===== config.mk =====
export PLATFORM = sky130hd
export DESIGN_NAME = seq_frame_tx
export DESIGN_NICKNAME = d
export VERILOG_FILES = /design/src/rtl/seq_pkg.sv /design/src/rtl/piso_shift.sv /design/src/rtl/seq_frame_tx.sv
export SDC_FILE = /design/constraint.sdc
export NUM_CORES = 1
export LEC_CHECK = 0
export ABC_CLOCK_PERIOD_IN_PS = 1700
export CAP_MARGIN = 20
export CORE_MARGIN = 5
export CORE_UTILIZATION = 46
export DETAILED_ROUTE_END_ITERATION = 7
export GPL_TIMING_DRIVEN = 0
export MAX_ROUTING_LAYER = met4
export PLACE_DENSITY = 0.71
export SETUP_SLACK_MARGIN = 0.4
export SYNTH_ARGS = -nofsm -noshare
export SYNTH_HDL_FRONTEND = slang
export SYNTH_SLANG_ARGS = --single-unit

===== constraint.sdc =====
create_clock -name clk -period 1.7 [get_ports clk]
set_clock_uncertainty 0.1 [all_clocks]
set_input_delay 0.34 -clock clk [delete_from_list [all_inputs] [get_ports clk]]
set_output_delay 0.34 -clock clk [all_outputs]
set_load 0.005 [all_outputs]

===== src/rtl/seq_pkg.sv =====
// Shared definitions for the 1011 sequence transmit/detect blocks.
// State encoding and the default sync header live here.
package seq_pkg;

    typedef enum logic [1:0] {
        IDLE = 2'd0,
        SYNC = 2'd1,
        DATA = 2'd2,
        GAP  = 2'd3
    } tx_state_t;

    localparam int SYNC_W_DEF = 4;
    localparam logic [SYNC_W_DEF-1:0] SYNC_PATTERN_DEF = 4'b1011;

    // Bits needed to count down from the largest of three lengths.
    function automatic int cnt_width(input int a, input int b, input int c);
        int m;
        m = a;
        if (b > m) m = b;
        if (c > m) m = c;
        return (m > 1) ? $clog2(m) : 1;
    endfunction

endpackage


===== src/rtl/piso_shift.sv =====
// Parallel-in/serial-out shift register, MSB first.
// Reusable by any serial transmitter.
module piso_shift #(
    parameter int W = 8
) (
    input  logic         clk,
    input  logic         reset,
    input  logic         load,
    input  logic         shift_en,
    input  logic [W-1:0] data_in,
    output logic         msb
);

    logic [W-1:0] sr_q;

    always_ff @(posedge clk or posedge reset) begin
        if (reset) begin
            sr_q <= '0;
        end else if (load) begin
            sr_q <= data_in;
        end else if (shift_en) begin
            sr_q <= sr_q << 1;
        end
    end

    assign msb = sr_q[W-1];

endmodule


===== src/rtl/seq_frame_tx.sv =====
// Serial frame transmitter: sync header, MSB-first payload, idle gap.
// Transmit-side partner of the 1011 sequence detector.
module seq_frame_tx
    import seq_pkg::*;
#(
    parameter int                DATA_W       = 8,
    parameter int                SYNC_W       = SYNC_W_DEF,
    parameter logic [SYNC_W-1:0] SYNC_PATTERN = SYNC_PATTERN_DEF,
    parameter int                GAP_LEN      = 2
) (
    input  logic              clk,
    input  logic              reset,
    input  logic [DATA_W-1:0] data_in,
    input  logic              data_valid,
    output logic              data_ready,
    input  logic              stall,
    output logic              out_bit,
    output logic              out_valid,
    output logic              busy,
    output logic              frame_done,
    output logic [7:0]        frames_sent
);

    localparam int CNT_W = cnt_width(SYNC_W, DATA_W, GAP_LEN);

    tx_state_t        state_q, state_d;
    logic [CNT_W-1:0] cnt_q, cnt_d;
    logic             done_q, done_d;
    logic [7:0]       sent_q;
    logic             accept;
    logic             load;
    logic             shift_en;
    logic             sync_bit;
    logic             data_msb;

    piso_shift #(.W(DATA_W)) u_shift (
        .clk      (clk),
        .reset    (reset),
        .load     (load),
        .shift_en (shift_en),
        .data_in  (data_in),
        .msb      (data_msb)
    );

    assign data_ready = (state_q == IDLE);
    assign accept     = data_valid && data_ready;
    assign busy       = (state_q != IDLE);
    assign out_valid  = ((state_q == SYNC) || (state_q == DATA)) && !stall;
    assign frame_done = done_q;
    assign frames_sent = sent_q;

    // Select the header bit by counter without a width-mismatched index.
    always_comb begin
        sync_bit = 1'b0;
        for (int i = 0; i < SYNC_W; i++) begin
            if (cnt_q == CNT_W'(i)) sync_bit = SYNC_PATTERN[i];
        end
    end

    always_comb begin
        out_bit = 1'b0;
        unique case (state_q)
            SYNC:    out_bit = sync_bit;
            DATA:    out_bit = data_msb;
            default: out_bit = 1'b0;
        endcase
    end

    always_comb begin
        state_d  = state_q;
        cnt_d    = cnt_q;
        done_d   = 1'b0;
        load     = 1'b0;
        shift_en = 1'b0;
        unique case (state_q)
            IDLE: begin
                if (accept) begin
                    load    = 1'b1;
                    state_d = SYNC;
                    cnt_d   = CNT_W'(SYNC_W - 1);
                end
            end
            SYNC: begin
                if (out_valid) begin
                    if (cnt_q == '0) begin
                        state_d = DATA;
                        cnt_d   = CNT_W'(DATA_W - 1);
                    end else begin
                        cnt_d = cnt_q - CNT_W'(1);
                    end
                end
            end
            DATA: begin
                if (out_valid) begin
                    shift_en = 1'b1;
                    if (cnt_q == '0) begin
                        done_d = 1'b1;
                        if (GAP_LEN == 0) begin
                            state_d = IDLE;
                            cnt_d   = '0;
                        end else begin
                            state_d = GAP;
                            cnt_d   = CNT_W'(GAP_LEN - 1);
                        end
                    end else begin
                        cnt_d = cnt_q - CNT_W'(1);
                    end
                end
            end
            GAP: begin
                // Gap time runs even while stalled.
                if (cnt_q == '0) begin
                    state_d = IDLE;
                end else begin
                    cnt_d = cnt_q - CNT_W'(1);
                end
            end
            default: state_d = IDLE;
        endcase
    end

    always_ff @(posedge clk or posedge reset) begin
        if (reset) begin
            state_q <= IDLE;
            cnt_q   <= '0;
            done_q  <= 1'b0;
            sent_q  <= 8'd0;
        end else begin
            state_q <= state_d;
            cnt_q   <= cnt_d;
            done_q  <= done_d;
            if (done_d) sent_q <= sent_q + 8'd1;
        end
    end

endmodule


==> impl_metrics.tcl <==
set metrics [dict create \
    synth-compound-area-share_pct 11.5 \
    maxSlewViolCount 0 \
    synth_cells 125 \
    ys_ff_latch 22 \
    fmaxAchievable_ghz 0.517 \
    postSynthNetCount 148 \
    synth-adder-area-share_pct 10.6 \
    multi_input_area_um2 875 \
    synthXorXnorAreaFrac_pct 4.73 \
    n_antenna_cell 0 \
    r2r_end "cnt_q[2]" \
    seqCellArea_um2 551 \
    portBuffers 24 \
    clockBufferDepth 2 \
    crit_path_max_fanout 4 \
    nNetsFinal 222 \
    yosys.cell_types.count 33 \
    die_x_um 63.1 \
    rsz0062_at_grt "yes" \
    drive_above_1_share_pct 52.8 \
    reg2reg_slack_ps -240 \
    drt_iter0_markers 63 \
    fill_cells 158 \
    grt_max_degree 23 \
    drt_wl_total_um 3770 \
    power_per_cell_area_nw_per_um2 1800 \
    final_common_cell "buf_4" \
    r2r_start "cnt_q[0]" \
    numCtsBuffers 3 \
    synthesis.area_um2 1300 \
    r2r.worst_path.cells 7 \
    post-route-min-period_ps 1940 \
    tns_ps -1380 \
    yosys_warnings 0 \
    die_area_um2 3980 \
    grt_pass1_wl_um 5520 \
    dr.pass1.iters 4 \
    hp-class "input port to asynchronous set/reset pin" \
    setup_viol 14 \
    violations "setup timing" \
    yosysSeqAreaShare_pct 42.5 \
    start_kind "register" \
    p_leak_uw 0.00108 \
    finish.utilization_pct 77.9 \
    synth.avg_cell_area_um2 10.4 \
    cts_tree "done" \
    cts.sinks 22 \
    drc 0 \
    required_ps 1810 \
    status "finished, violations left" \
    synth_mux_area_share_pct 9.07 \
    end_kind "register" \
    cap_viol_max_count 0 \
    grtUsageTotal_pct 17.9 \
    gp_congestion 0.816 \
    rows 19 \
    yosys.area_share.simple_pct 18.0 \
    ant_nets 0 \
    start_util_pct 47.4 \
    min_period_over_period_pct 114 \
    grt_antenna_before_repair 0 \
    slew_headroom_pct 66.7 \
    hold_viol 0 \
    power_uw 3830 \
    cts.htree.levels 1 \
    clock_latency_ps 310 \
    path_clk_slew_ps 110 \
    fin_ws_ps -235 \
    synth_top_family_by_area "simple AND/OR/NAND/NOR gates" \
    critPathKind "register to register" \
    vias 1209 \
    wl_per_cell_um 16.5 \
    syn2layout_area_growth_pct 64.4 \
    via_per_inst 5.30 \
    post-dp-hpwl_um 1960 \
    grt_pass1_vias 1163 \
    ir_drop_uv 1300 \
    ios 25 \
    cts_root_buf "clkbuf_4" \
    worst_pin_slew_ps 499 \
    cp.arrival_ps 2050 \
    fp.dieH_um 63.1 \
    grt-ovfl-total 0 \
    final_cell_mix "buf_4, dfrtp_1, buf_6" \
    design.core.area_um2 2730 \
]
[synth_stat cells (all sizes together)]
cell type	count	share of area (%)
inv	6	1.7
nand4	4	3.1
and2	2	0.97
a21oi	7	3.6
nor2	7	2.0
nand2	14	4.1
clkbuf	2	0.68
buf	2	1.3
nor3	1	0.77
mux2	3	2.9
o21ai	12	4.6
xnor2	3	2.0
nor2b	3	2.0
nand3	2	0.77
or3	1	0.87
and3b	1	0.68
a2bb2oi	2	1.4
or2b	3	1.7
xor2	4	2.7
dfrtp	22	42
nand2b	2	0.97
mux2i	8	6.2
ha	11	11
o311ai	1	0.68
o22a	1	0.68
a21boi	1	0.58
[power breakdown]
group	switching (µW)	internal [µW]	total, µW
sequential	143	695	838
combinational	1190	1560	2750
clock	154	83.0	237
total	1490	2340	3830
[registers in the layout (all words and copies together) (netlist names)]
signal and cells:
cnt_q 3, frame_done 1, frames_sent 8, state_q 2, u_shift.sr_q 8
[routing by layer]
layer  track usage, %  wire (µm)  vias to the layer above
met5                -          0                        -
met2             30.1       1960                       43
li1                 -          -                      572
met1             21.6       1600                      586
met3             4.09        162                        8
met4             4.77         45                        0
[metrics by stage]
stage               hold slack, ps  std cells  cell area, µm²  setup WS [ps]
detailed placement             362        180            1620           -423
global placement               357        180            1620           -369
CTS                            413        217            1970           -210
global route                   331        228            2130           -410
finish                         287        228            2130           -235
floorplan                      229        125            1340          -26.1
[cell families after synthesis]
family / count (synthesis)
flip-flops: 22
AND/OR/NAND/NOR: 40
adder cells (fa/ha/maj): 11
XOR/XNOR: 7
buffers and inverters: 10
multiplexers: 11
AO/OA/AOI/OAI: 24
[how the worst max path moves through the flow]
stage	from	endpoint	slack, ps	cells past startpoint
6_report	cnt_q[0]	cnt_q[2]	-240	7
5_1_grt	cnt_q[0]	cnt_q[2]	-410	7
4_1_cts	cnt_q[0]	out_bit	-210	7
3_5_place_dp	state_q[1]	out_bit	-420	6
3_3_place_gp	state_q[1]	out_bit	-370	6
2_1_floorplan	state_q[1]	frames_sent[1]	-30	6
[layout make-up]
cell class / instances / share of cell area [%]
Buffer: 4 / 2.41
Sequential cell: 22 / 25.8
Tap cell: 31 / 1.82
Timing Repair Buffer: 69 / 26.6
Inverter: 6 / 1.23
Multi-Input combinational cell: 93 / 41.0
Clock buffer: 3 / 1.06
[critical path: stages (launching register included)]
cell,delay [ps]
dfrtp_1,420
inv_2,90
buf_4,140
buf_4,120
ha_1,230
o311ai_0,400
o21ai_1,150
o22a_1,180
[what timing repair did]
item | in CTS | in global routing
endpoints found under the setup margin | 35 | 45
hold buffers | 0 | 0
gates resized for setup | 95 | 19
cloned | 1 | 0
pin swaps | 23 | 13
setup buffers | 33 | 11
Power figures use the tool's default switching activity.
